$ cat src/rtl/throu_pkg.sv
// Shared definitions for the throu_unit pass-through datapath: op-field width and op encodings.
package throu_pkg;

   localparam int unsigned OP_W = 3;

   localparam logic [OP_W-1:0] OP_MOV  = 3'd0;
   localparam logic [OP_W-1:0] OP_CLR  = 3'd1;
   localparam logic [OP_W-1:0] OP_NSWP = 3'd2;
   localparam logic [OP_W-1:0] OP_HSWP = 3'd3;
   localparam logic [OP_W-1:0] OP_BREV = 3'd4;
   localparam logic [OP_W-1:0] OP_NOT  = 3'd5;

endpackage

$ cat src/rtl/throu_sfifo.sv
// Synchronous FIFO with occupancy counter; a push while full is refused even if a pop happens too.
module throu_sfifo #(
   parameter int unsigned WIDTH = 17,
   parameter int unsigned DEPTH = 2
) (
   input  logic             clk,
   input  logic             rst_n,
   input  logic             push_i,
   input  logic             pop_i,
   input  logic [WIDTH-1:0] wdata_i,
   output logic [WIDTH-1:0] rdata_o,
   output logic             full_o,
   output logic             empty_o
);

   localparam int unsigned PW = $clog2(DEPTH);
   localparam int unsigned CW = PW + 1;
   localparam logic [CW-1:0] FULL_CNT = CW'(DEPTH);

   logic [WIDTH-1:0] mem_q [DEPTH];
   logic [WIDTH-1:0] last_q;
   logic [PW-1:0]    wr_ptr_q, rd_ptr_q;
   logic [CW-1:0]    cnt_q, cnt_d;
   logic             do_push, do_pop;

   assign full_o  = (cnt_q == FULL_CNT);
   assign empty_o = (cnt_q == '0);
   assign do_push = push_i && !full_o;
   assign do_pop  = pop_i && !empty_o;

   // When empty, the output holds the most recently popped entry rather than stale storage.
   assign rdata_o = empty_o ? last_q : mem_q[rd_ptr_q];

   always_comb begin
      cnt_d = cnt_q;
      case ({do_push, do_pop})
         2'b10:   cnt_d = cnt_q + CW'(1);
         2'b01:   cnt_d = cnt_q - CW'(1);
         default: cnt_d = cnt_q;
      endcase
   end

   always_ff @(posedge clk or negedge rst_n) begin
      if (!rst_n) begin
         wr_ptr_q <= '0;
         rd_ptr_q <= '0;
         cnt_q    <= '0;
         last_q   <= '0;
      end else begin
         cnt_q <= cnt_d;
         if (do_push) wr_ptr_q <= wr_ptr_q + PW'(1);
         if (do_pop) begin
            rd_ptr_q <= rd_ptr_q + PW'(1);
            last_q   <= mem_q[rd_ptr_q];
         end
      end
   end

   always_ff @(posedge clk) begin
      if (do_push) mem_q[wr_ptr_q] <= wdata_i;
   end

endmodule

$ cat src/rtl/throu_unit.sv
// Registered data-movement unit with output FIFO.
// Optional out_err flag for reserved ops: define THROU_UNIT_OPERR_EN.
module throu_unit
   import throu_pkg::*;
#(
   parameter int unsigned WIDTH = 16,
   parameter int unsigned DEPTH = 2
) (
   input  logic             clk,
   input  logic             rst_n,
   input  logic             in_valid,
   output logic             in_ready,
   input  logic [OP_W-1:0]  in_op,
   input  logic [WIDTH-1:0] in_oprd,
   output logic             out_valid,
   input  logic             out_ready,
   output logic [WIDTH-1:0] out_data,
`ifdef THROU_UNIT_OPERR_EN
   output logic             out_err,
`endif
   output logic             out_zero
);

   localparam int unsigned NB = WIDTH / 8;
`ifdef THROU_UNIT_OPERR_EN
   localparam int unsigned DW = WIDTH + 2;
`else
   localparam int unsigned DW = WIDTH + 1;
`endif

   function automatic logic [WIDTH-1:0] apply_op(input logic [OP_W-1:0] op,
                                                 input logic [WIDTH-1:0] x);
      logic [WIDTH-1:0] r;
      r = x;
      case (op)
         OP_CLR:  r = '0;
         OP_NSWP: for (int unsigned b = 0; b < NB; b++)
                     r[b*8 +: 8] = {x[b*8 +: 4], x[b*8+4 +: 4]};
         OP_HSWP: r = {x[WIDTH/2-1:0], x[WIDTH-1:WIDTH/2]};
         OP_BREV: for (int unsigned b = 0; b < NB; b++)
                     r[b*8 +: 8] = x[(NB-1-b)*8 +: 8];
         OP_NOT:  r = ~x;
         default: r = x;
      endcase
      return r;
   endfunction

   logic [WIDTH-1:0] res;
   logic [DW-1:0]    wdata, rdata;
   logic             full, empty;

   assign res = apply_op(in_op, in_oprd);
`ifdef THROU_UNIT_OPERR_EN
   assign wdata   = {in_op[2] & in_op[1], (res == '0), res};
   assign out_err = rdata[WIDTH+1];
`else
   assign wdata   = {(res == '0), res};
`endif

   assign in_ready  = !full;
   assign out_valid = !empty;
   assign out_data  = rdata[WIDTH-1:0];
   assign out_zero  = rdata[WIDTH];

   throu_sfifo #(
      .WIDTH(DW),
      .DEPTH(DEPTH)
   ) u_fifo (
      .clk     (clk),
      .rst_n   (rst_n),
      .push_i  (in_valid && in_ready),
      .pop_i   (out_valid && out_ready),
      .wdata_i (wdata),
      .rdata_o (rdata),
      .full_o  (full),
      .empty_o (empty)
   );

endmodule

$ cat config.mk
export PLATFORM = sky130hd
export DESIGN_NAME = throu_unit
export DESIGN_NICKNAME = d
export VERILOG_FILES = /design/src/rtl/throu_pkg.sv /design/src/rtl/throu_sfifo.sv /design/src/rtl/throu_unit.sv
export SDC_FILE = /design/constraint.sdc
export NUM_CORES = 1
export LEC_CHECK = 0
export ABC_AREA = 1
export ABC_CLOCK_PERIOD_IN_PS = 2050
export CAP_MARGIN = 20
export CORE_MARGIN = 2
export CORE_UTILIZATION = 40
export DETAILED_ROUTE_END_ITERATION = 10
export PLACE_DENSITY = 0.69
export SYNTH_ARGS = -nofsm -noshare
export SYNTH_HDL_FRONTEND = slang
export SYNTH_SLANG_ARGS = --single-unit
$ cat constraint.sdc
create_clock -name clk -period 2.05 [get_ports clk]
set_clock_uncertainty 0.1 [all_clocks]
set_input_delay 0.615 -clock clk [delete_from_list [all_inputs] [get_ports clk]]
set_output_delay 0.615 -clock clk [all_outputs]
set_load 0.1 [all_outputs]
==> insert_results.sql, run 1 <==
INSERT INTO impl_metrics (metric_group, metric, value, unit) VALUES
('status', 'status', 'finished, violations left', ''),
('status', 'violations', 'setup timing', ''),
('yosys', 'postSynthAreaPerCell', '7.71', 'sq um'),
('timing', 'finalHoldViolCount', '0', ''),
('layout', 'final_layout_size_suffix_gt1_share', '27.8', '%'),
('worst_setup_path', 'crit_path_end_kind', 'output port', ''),
('layout', 'num_antenna_cells', '0', ''),
('job', 'cap_viol_max_count', '0', ''),
('timing', 'tightestPinTransition', '0.386', 'ns'),
('cts', 'ctsHoldBuffers', '0', ''),
('route', 'initialDrtViolationCount', '114', ''),
('worst_setup_path', 'path_max_fanout', '7', ''),
('global_routing', 'grt.total_usage', '18.4', '%'),
('worst_setup_path', 'cpMaxStageDelayCell', 'dfrtp_1', ''),
('cts', 'clk_sinks', '55', ''),
('global_routing', 'first_global_vias', '2552', ''),
('floorplan', 'die_h', '89.2', 'um'),
('global_routing', 'maximum_number_of_pins_on_one_net_before_global_route_repair', '35', ''),
('cts', 'clock_path_buffers', '2', ''),
('yosys', 'synth.yosys.warnings', '0', ''),
('timing', 'timing.slew.headroom', '74.2', '%'),
('yosys', 'synthesis.nets', '401', ''),
('cts', 'cts_inserted_buffers', '5', ''),
('layout', 'design_area', '4440', 'sq um'),
('global_routing', 'antenna_found_initial', '0', ''),
('timing', 'timing.final.crit_period', '2.20', 'ns'),
('placement', 'io_buffer_count', '41', ''),
('placement', 'placed_cell_area', '4160', 'sq um'),
('yosys', 'synthAdderAreaFrac', '0.430', '%'),
('worst_setup_path', 'timing.critical_path.cells', 'nor2_2, inv_4, buf_4, o21ai_4, buf_12', ''),
('route', 'vias', '2661', ''),
('yosys', 'postSynthRegisterBits', '55', ''),
('yosys', 'synthCells', '377', ''),
('worst_setup_path', 'crit_path_buffers_inverters', '3', ''),
('floorplan', 'io-pin-count', '42', ''),
('route', 'firstDrtPassIters', '4', ''),
('yosys', 'synth_top_family_by_area', 'simple AND/OR/NAND/NOR gates', ''),
('yosys', 'synth_cell_types', '22', ''),
('worst_setup_path', 'reg2reg_depth', '9', ''),
('route', 'drt.antenna.violating_nets', '0', ''),
('hold_path', 'worst_hold_path_type', 'register to register', ''),
('route', 'detail_route.wirelength', '6930', 'um'),
('yosys', 'synth-compound-area-share', '7.10', '%'),
('floorplan', 'die_area', '7960', 'sq um'),
('worst_setup_path', 'timing.setup.critical_path_class', 'register to output port', ''),
('route', 'detail_route.drc_violations', '0', ''),
('cts', 'htreeDepth', '2', ''),
('worst_setup_path', 'timing.critical_path.from_type', 'register', ''),
('worst_setup_path', 'timing.critical_path.max_delay_family', 'buffers and inverters', ''),
('route', 'routedWlPerCell', '12.4', 'um'),
('yosys', 'synth_xor_area_share', '0.904', '%'),
('floorplan', 'core_area', '7140', 'sq um'),
('worst_setup_path', 'worst_path_largest_cell_delay', '0.41', 'ns'),
('cts', 'clock_insertion_delay_worst_skew', '0.31', 'ns'),
('timing', 'finalSetupViolCount', '17', ''),
('timing', 'final.setup.tns', '-2.35', 'ns'),
('timing', 'fmaxAchievable', '0.455', 'GHz'),
('placement', 'gp_congestion', '0.853', ''),
('layout', 'postLayoutCoreUtil', '62.2', '%'),
('global_routing', 'grt_remaining_overflow', '0', ''),
('floorplan', 'floorplan.die.width', '89.2', 'um'),
('layout', 'final_net_count', '484', ''),
('layout', 'area_growth_syn_to_layout', '52.6', '%'),
('floorplan', 'num_rows', '31', ''),
('cts', 'register_clock_pin_slew_on_the_reported_worst_setup_and_hold_paths', '0.10', 'ns'),
('layout', 'n_fill_cell', '634', ''),
('placement', 'detailed_place_hpwl', '4820', 'um'),
('timing', 'slew_violations', '0', ''),
('floorplan', 'initial_standard_cell_utilization_of_the_core', '40.7', '%'),
('timing', 'final_critical_path_setup_slack', '-0.149', 'ns'),
('global_routing', 'grt_first_pass_wirelength', '11500', 'um'),
('yosys', 'synth_simple_gate_area_share', '28.9', '%'),
('yosys', 'mappedNetlistArea', '2910', 'sq um'),
('timing', 'final.period_utilization', '107', '%'),
('worst_setup_path', 'critical_path_arrival', '1.48', 'ns'),
('cts', 'clockRootBuffer', 'clkbuf_8', ''),
('yosys', 'share_of_cell_area_taken_by_muxes_after_synthesis', '0', '%'),
('timing', 'rsz0062_at_grt', 'true', ''),
('worst_setup_path', 'cp.depth', '5', ''),
('yosys', 'synth_seq_area_share', '53.2', '%'),
('route', 'route.detailed.vias_per_inst', '4.75', ''),
('worst_setup_path', 'crit_required', '1.33', 'ns'),
('hold_path', 'worstHoldPathCells', '2', ''),
('cts', 'cts_tree', 'yes', '');
[metrics by stage]
step | worst slack (ns) | instances | hold slack [ns]
finish | -0.149 | 560 | 0.475
global route | -0.216 | 560 | 0.509
CTS | -0.133 | 557 | 0.464
detailed placement | -0.727 | 543 | 0.407
global placement | -0.652 | 543 | 0.402
floorplan | -0.103 | 377 | 0.219
[metal layers]
layer / vias to the layer above / global-route usage, % / share of wire [%]
met5: - / 0 / 0
met4: 0 / 7.19 / 2.4
met3: 14 / 3.23 / 3.9
met2: 77 / 31.6 / 52
met1: 1226 / 23.2 / 42
li1: 1344 / - / -
[cells in the final DEF (no fill, tap or decap), drive strengths merged]
master,count
xnor2,2
clkdlybuf4s50,19
xor2,1
dfrtp,21
nand3,32
buf,67
inv,54
nor2,44
clkinv,4
dlygate4sd2,3
a21oi,2
nand2,134
o21ai,37
clkbuf,6
edfxtp,34
ha,1
[path summary, 6_finish.rpt]
| kind | slack, ns | from | to |
|---|---|---|---|
| min in group asynchronous | 0.55 | rst_n | u_fifo.last_q[2] |
| worst max register to register | 0.19 | u_fifo.cnt_q[0] | u_fifo.cnt_q[1] |
| worst min-delay path | 0.47 | u_fifo.last_q[0] | u_fifo.last_q[0] |
| max in group asynchronous | 1.06 | rst_n | u_fifo.last_q[11] |
| worst min register to register | 0.47 | u_fifo.last_q[0] | u_fifo.last_q[0] |
| worst max-delay path | -0.15 | u_fifo.cnt_q[0] | out_data[6] |
[timing repair]
action,in CTS,in global routing
endpoints found under the setup margin,51,18
pin swaps,8,6
cloned,1,2
buffers inserted,5,1
hold endpoints to repair,0,0
resized for setup,25,11
[layout make-up]
class                           instances  area [sq um]  share of cell area, %
Sequential cell                        55          1550                   34.9
Multi-Input combinational cell        253          1370                   30.8
Timing Repair Buffer                   90          1110                   25.0
Inverter                               55           209                   4.71
Tap cell                               99           124                   2.79
Clock buffer                            5          68.8                   1.55
Clock inverter                          3          15.0                  0.338
[cell families after synthesis]
kind of cell | Yosys count
DFF | 55
xor gates and xnor gates | 3
AOI/OAI and AO/OA | 39
and+or+nand+nor | 210
buffers and inverters | 69
adders and majority gates | 1
[worst reg2reg max path: stages (launching register included)]
cell and delay, ns:
dfrtp_1 0.41, nor2_2 0.16, inv_4 0.10, buf_4 0.17
nand2_1 0.12, inv_2 0.05, ha_1 0.30, a21oi_1 0.11
o21ai_0 0.11, xnor2_1 0.13
[state kept, by name, summed over array words and instances, names as in the netlist]
signal	flops
u_fifo.cnt_q	2
u_fifo.last_q	17
u_fifo.mem_q	34
u_fifo.rd_ptr_q	1
u_fifo.wr_ptr_q	1
[Yosys cell counts]
| cell | instances | area share [%] |
|---|---|---|
| buf_1 | 1 | 0.13 |
| buf_4 | 3 | 0.77 |
| edfxtp_1 | 34 | 35 |
| xor2_1 | 1 | 0.30 |
| o21ai_0 | 34 | 5.9 |
| clkinv_1 | 1 | 0.13 |
| nor2_2 | 1 | 0.22 |
| a21oi_1 | 2 | 0.34 |
| xnor2_1 | 2 | 0.60 |
| inv_2 | 2 | 0.26 |
| nor2_4 | 1 | 0.39 |
| buf_2 | 3 | 0.52 |
| inv_1 | 52 | 6.7 |
| dfrtp_1 | 21 | 18 |
| nor2_1 | 42 | 5.4 |
| clkbuf_1 | 7 | 0.90 |
| ha_1 | 1 | 0.43 |
| nand3_1 | 32 | 5.5 |
| nand2_2 | 1 | 0.22 |
| o21ai_1 | 2 | 0.34 |
| nand2_1 | 133 | 17 |
| o21ai_4 | 1 | 0.56 |
Power of run 1 is left out: the tool's default activity adds up to more than one toggle a clock period on the data nets, which glitch-free logic cannot reach.
==> run 2, diff against run 1 <==
Settings changed: CORE_ASPECT_RATIO set to 1.75.
==> insert_results.sql, run 2 (synthesis gave the netlist of run 1 again) <==
INSERT INTO impl_metrics (metric_group, metric, value, unit) VALUES
('global_routing', 'grt_first_pass_wirelength', '11400', 'um'),
('hold_path', 'hold_path_end', 'u_fifo.last_q[2]', ''),
('floorplan', 'initial_standard_cell_utilization_of_the_core', '40.8', '%'),
('timing', 'tightestPinTransition', '0.293', 'ns'),
('timing', 'timing.slew.headroom', '80.5', '%'),
('cts', 'register_clock_pin_slew_on_the_reported_worst_setup_and_hold_paths', '0.07', 'ns'),
('layout', 'largest_reg_flops', '34', ''),
('timing', 'timing.final.crit_period', '2.17', 'ns'),
('cts', 'ctsHoldBuffers', '0', ''),
('global_routing', 'maximum_number_of_pins_on_one_net_before_global_route_repair', '35', ''),
('cts', 'cts_inserted_buffers', '5', ''),
('worst_setup_path', 'path_max_fanout', '7', ''),
('floorplan', 'floorplan.die.width', '68.4', 'um'),
('route', 'initialDrtViolationCount', '153', ''),
('global_routing', 'grt.total_usage', '18.7', '%'),
('layout', 'reg_top3', 'u_fifo.mem_q: 34 flops, u_fifo.last_q: 17 flops, u_fifo.cnt_q: 2 flops', ''),
('worst_setup_path', 'critical_path_arrival', '1.45', 'ns'),
('floorplan', 'core_area', '7130', 'sq um'),
('timing', 'fmaxAchievable', '0.461', 'GHz'),
('route', 'route.detailed.vias_per_inst', '4.90', ''),
('worst_setup_path', 'timing.setup.critical_path_class', 'register to output port', ''),
('global_routing', 'antenna_found_initial', '0', ''),
('timing', 'finalSetupViolCount', '18', ''),
('worst_setup_path', 'crit_path_end_kind', 'output port', ''),
('floorplan', 'num_rows', '41', ''),
('worst_setup_path', 'worstReg2RegEnd', 'u_fifo.cnt_q[1]', ''),
('hold_path', 'worst_hold_path_type', 'register to register', ''),
('global_routing', 'first_global_vias', '2653', ''),
('layout', 'postLayoutCoreUtil', '61.9', '%'),
('cts', 'htreeDepth', '2', ''),
('layout', 'area_growth_syn_to_layout', '51.9', '%'),
('placement', 'gp_congestion', '0.796', ''),
('cts', 'clockRootBuffer', 'clkbuf_16', ''),
('route', 'drt.antenna.violating_nets', '0', ''),
('floorplan', 'die_area', '7990', 'sq um'),
('timing', 'finalHoldViolCount', '0', ''),
('placement', 'io_buffer_count', '41', ''),
('timing', 'final_critical_path_setup_slack', '-0.119', 'ns'),
('floorplan', 'io-pin-count', '42', ''),
('route', 'firstDrtPassIters', '5', ''),
('timing', 'slew_violations', '0', ''),
('worst_setup_path', 'critical_path.reg2reg.startpoint', 'u_fifo.cnt_q[0]', ''),
('status', 'violations', 'setup timing', ''),
('timing', 'final.period_utilization', '106', '%'),
('placement', 'detailed_place_hpwl', '4870', 'um'),
('route', 'detail_route.wirelength', '6710', 'um'),
('job', 'cap_viol_max_count', '0', ''),
('route', 'vias', '2644', ''),
('worst_setup_path', 'timing.critical_path.from_type', 'register', ''),
('layout', 'layout_common_cells', '118 x nand2_1, 52 x inv_1, 34 x nor2_1, 34 x edfxtp_1, 32 x nand3_1', ''),
('cts', 'clock_path_buffers', '2', ''),
('timing', 'rsz0062_at_grt', 'true', ''),
('cts', 'cts_tree', 'yes', ''),
('route', 'detail_route.drc_violations', '0', ''),
('worst_setup_path', 'worst-r2r-setup-slack', '0.16', 'ns'),
('worst_setup_path', 'reg2reg_depth', '9', ''),
('status', 'status', 'finished, violations left', ''),
('route', 'routedWlPerCell', '12.4', 'um'),
('hold_path', 'hold_path_startpoint', 'u_fifo.last_q[2]', ''),
('worst_setup_path', 'crit_required', '1.33', 'ns'),
('cts', 'clk_sinks', '55', ''),
('layout', 'final_layout_size_suffix_gt1_share', '25.1', '%'),
('cts', 'clock_insertion_delay_worst_skew', '0.29', 'ns'),
('layout', 'final_net_count', '477', ''),
('worst_setup_path', 'worst_setup_path_startpoint', 'u_fifo.cnt_q[0]', ''),
('layout', 'largest-register', 'u_fifo.mem_q', ''),
('layout', 'num_antenna_cells', '0', ''),
('layout', 'mostFrequentLayoutCell', 'nand2_1', ''),
('timing', 'hold_ws', '0.456', 'ns'),
('hold_path', 'worstHoldPathCells', '2', ''),
('floorplan', 'die_h', '117', 'um'),
('global_routing', 'grt_remaining_overflow', '0', '');
[run 2: what timing repair did]
action	in CTS	in global routing
gates resized for setup	25	2
endpoints found under the setup margin	21	20
gates cloned	1	0
pin swaps	13	1
buffers inserted	2	0
[run 2: metal layers]
metal | track usage, % | up-vias | share of wire [%]
li1 | - | 1330 | -
met1 | 20.4 | 1225 | 37
met2 | 32.9 | 72 | 56
met3 | 2.31 | 17 | 3.4
met4 | 11.6 | 0 | 3.7
met5 | 0 | - | 0
[run 2: area by class of cell]
| type | count | area [sq um] |
|---|---|---|
| Clock buffer | 8 | 156 |
| Fill cell | 593 | 2720 |
| Inverter | 55 | 209 |
| Multi-Input combinational cell | 253 | 1350 |
| Sequential cell | 55 | 1550 |
| Tap cell | 86 | 108 |
| Timing Repair Buffer | 83 | 1050 |
[run 2: stage by stage]
step | area [sq um] | setup TNS (ns) | worst slack [ns] | cells
finish | 4410 | -1.85 | -0.119 | 540
global placement | 4160 | -8.48 | -0.409 | 529
floorplan | 3150 | -1.15 | -0.103 | 377
global route | 4410 | -2.88 | -0.180 | 540
detailed placement | 4160 | -9.73 | -0.456 | 529
CTS | 4410 | -2.03 | -0.127 | 540
[run 2: how the worst max path moves through the flow]
stage,end,slack [ns],cells after the start
3_3_place_gp,u_fifo.mem_q[0][16],-0.41,10
5_1_grt,out_data[8],-0.18,6
6_report,out_data[8],-0.12,6
2_1_floorplan,out_data[10],-0.10,4
3_5_place_dp,u_fifo.mem_q[0][16],-0.46,10
4_1_cts,out_zero,-0.13,5
[run 2: worst max-delay path, stage by stage, from the launching register on]
cell,delay [ns]
dfrtp_1,0.39
nor2_2,0.15
inv_4,0.11
buf_16,0.16
nand2_1,0.10
o21ai_4,0.08
buf_12,0.16
Power of run 2 is left out for the same reason.
==> run 3, diff against run 2 <==
Settings changed: CORE_MARGIN 2 to not set.
==> insert_results.sql, run 3 (synthesis gave the netlist of run 1 again) <==
INSERT INTO impl_metrics (metric_group, metric, value, unit) VALUES
('global_routing', 'first_global_vias', '2509', ''),
('worst_setup_path', 'critical_path_arrival', '1.51', 'ns'),
('hold_path', 'hold_path_end', 'u_fifo.last_q[2]', ''),
('layout', 'multi_input_area', '1320', 'sq um'),
('timing', 'final_critical_path_setup_slack', '-0.174', 'ns'),
('layout', 'area_growth_syn_to_layout', '53.3', '%'),
('floorplan', 'floorplan.die.width', '66.4', 'um'),
('worst_setup_path', 'worst-r2r-setup-slack', '0.15', 'ns'),
('layout', 'final_net_count', '480', ''),
('job', 'cap_viol_max_count', '0', ''),
('cts', 'clk_sinks', '55', ''),
('worst_setup_path', 'timing.critical_path.cells', 'nor2_2, inv_4, clkbuf_16, o21ai_4, buf_12', ''),
('worst_setup_path', 'worst_path_largest_cell_delay', '0.39', 'ns'),
('timing', 'timing.final.crit_period', '2.22', 'ns'),
('global_routing', 'antenna_found_initial', '0', ''),
('route', 'detail_route.wirelength', '7020', 'um'),
('hold_path', 'worst_hold_path_type', 'register to register', ''),
('layout', 'largest_reg_flops', '34', ''),
('layout', 'reg_top3', 'u_fifo.mem_q: 34 flops, u_fifo.last_q: 17 flops, u_fifo.cnt_q: 2 flops', ''),
('placement', 'placedCellCount', '524', ''),
('placement', 'gp_congestion', '0.795', ''),
('cts', 'htreeDepth', '2', ''),
('layout', 'instances_no_fill', '541', ''),
('layout', 'n_fill_cell', '560', ''),
('layout', 'mostFrequentLayoutCell', 'nand2_1', ''),
('worst_setup_path', 'path_max_fanout', '9', ''),
('layout', 'largest-register', 'u_fifo.mem_q', ''),
('placement', 'io_buffer_count', '41', ''),
('timing', 'final.period_utilization', '108', '%'),
('worst_setup_path', 'crit_required', '1.33', 'ns'),
('cts', 'cts_tree', 'yes', ''),
('worst_setup_path', 'reg2reg_depth', '9', ''),
('cts', 'clock_insertion_delay_worst_skew', '0.30', 'ns'),
('floorplan', 'io-pin-count', '42', ''),
('placement', 'detailed_place_hpwl', '4740', 'um'),
('global_routing', 'grt_remaining_overflow', '0', ''),
('route', 'drt.antenna.violating_nets', '0', ''),
('cts', 'register_clock_pin_slew_on_the_reported_worst_setup_and_hold_paths', '0.07', 'ns'),
('floorplan', 'num_rows', '40', ''),
('worst_setup_path', 'timing.critical_path.from_type', 'register', ''),
('global_routing', 'grt.total_usage', '20.0', '%'),
('cts', 'cts_inserted_buffers', '5', ''),
('route', 'detail_route.drc_violations', '0', ''),
('worst_setup_path', 'timing.setup.critical_path_class', 'register to output port', ''),
('floorplan', 'die_area', '7620', 'sq um'),
('status', 'violations', 'setup timing', ''),
('worst_setup_path', 'critical_path.reg2reg.startpoint', 'u_fifo.cnt_q[1]', ''),
('status', 'status', 'finished, violations left', ''),
('global_routing', 'grt_first_pass_wirelength', '11400', 'um'),
('cts', 'clock_path_buffers', '2', ''),
('floorplan', 'core_area', '6960', 'sq um'),
('route', 'firstDrtPassIters', '4', ''),
('floorplan', 'die_h', '115', 'um'),
('timing', 'tightestPinTransition', '0.296', 'ns'),
('layout', 'layout_common_cells', '125 x nand2_1, 52 x inv_1, 36 x nor2_1', ''),
('global_routing', 'maximum_number_of_pins_on_one_net_before_global_route_repair', '35', ''),
('timing', 'slew_violations', '0', ''),
('worst_setup_path', 'cpMaxStageDelayCell', 'dfrtp_1', ''),
('layout', 'seq_area', '1550', 'sq um'),
('worst_setup_path', 'crit_path_end_kind', 'output port', ''),
('layout', 'final_layout_size_suffix_gt1_share', '23.6', '%'),
('hold_path', 'hold_path_startpoint', 'u_fifo.last_q[2]', ''),
('floorplan', 'initial_standard_cell_utilization_of_the_core', '41.8', '%'),
('timing', 'rsz0062_at_grt', 'true', ''),
('route', 'vias', '2635', ''),
('timing', 'timing.slew.headroom', '80.3', '%'),
('hold_path', 'worstHoldPathCells', '2', ''),
('timing', 'finalHoldViolCount', '0', ''),
('layout', 'num_antenna_cells', '0', ''),
('route', 'route.detailed.vias_per_inst', '4.87', ''),
('cts', 'clockRootBuffer', 'clkbuf_16', ''),
('worst_setup_path', 'worstReg2RegEnd', 'u_fifo.cnt_q[1]', ''),
('route', 'initialDrtViolationCount', '153', ''),
('timing', 'finalSetupViolCount', '18', ''),
('timing', 'fmaxAchievable', '0.450', 'GHz'),
('route', 'routedWlPerCell', '13.0', 'um');
[run 3: cell count changes in the layout (fill, tap and decap cells not counted), moves of 2 or more]
cell / before / now
nor2_2: 7 / 5
buf_12: 28 / 26
nor2_1: 34 / 36
clkbuf_8: 2 / 0
clkbuf_16: 5 / 7
nand2_2: 16 / 9
nand2_1: 118 / 125
[run 3: metal layers]
layer / track usage [%] / wire length [um] / up-vias
met5: 0 / 0 / -
met4: 7.66 / 201 / 0
met3: 3.77 / 201 / 13
met2: 37.0 / 4000 / 60
met1: 21.9 / 2620 / 1225
li1: - / - / 1337
[run 3: worst max-delay path: cells and delay by family, from the launching register on]
kind | cells | cell delay (ns)
buffers and inverters | 3 | 0.49
DFF | 1 | 0.39
AOI/OAI and AO/OA | 1 | 0.17
and+or+nand+nor | 1 | 0.15
[run 3: timing repair]
action	in CTS	in global routing
endpoints found under the setup margin	26	18
hold buffers	0	0
setup buffers	5	0
pin swaps	3	1
resized for setup	15	4
cloned	2	2
[run 3: worst max path at each step]
stage,startpoint,endpoint,slack (ns),cells past startpoint
2_1_floorplan,u_fifo.cnt_q[1],out_data[10],-0.10,4
3_3_place_gp,in_op[2],u_fifo.mem_q[0][16],-0.40,12
3_5_place_dp,in_op[2],u_fifo.mem_q[0][16],-0.43,12
4_1_cts,u_fifo.cnt_q[0],out_data[12],-0.17,5
5_1_grt,u_fifo.cnt_q[1],out_data[9],-0.23,5
6_report,u_fifo.cnt_q[1],out_data[9],-0.17,5
[run 3: area by class of cell]
| cell class | instances | area share [%] |
|---|---|---|
| clock buffers | 5 | 2.81 |
| clock inverters | 3 | 0.955 |
| inverters | 55 | 4.69 |
| multi-input cells | 253 | 29.7 |
| flip-flops and latches | 55 | 34.7 |
| well taps | 84 | 2.36 |
| repair buffers | 86 | 24.8 |
[run 3: metrics by stage]
| stage | util [%] | hold slack [ns] | cell area, sq um | TNS [ns] | setup WS [ns] |
|---|---|---|---|---|---|
| 2_1_floorplan | - | 0.219 | 3150 | -1.15 | -0.103 |
| 3_3_place_gp | 59.1 | 0.402 | 4110 | -8.13 | -0.395 |
| 3_5_place_dp | 59.1 | 0.411 | 4110 | -9.87 | -0.427 |
| 4_1_cts | 63.2 | 0.466 | 4390 | -2.71 | -0.174 |
| 5_1_grt | 64.0 | 0.489 | 4460 | -3.65 | -0.233 |
| 6_report | 64.0 | 0.473 | 4460 | -2.46 | -0.174 |
Power of run 3 is left out for the same reason.
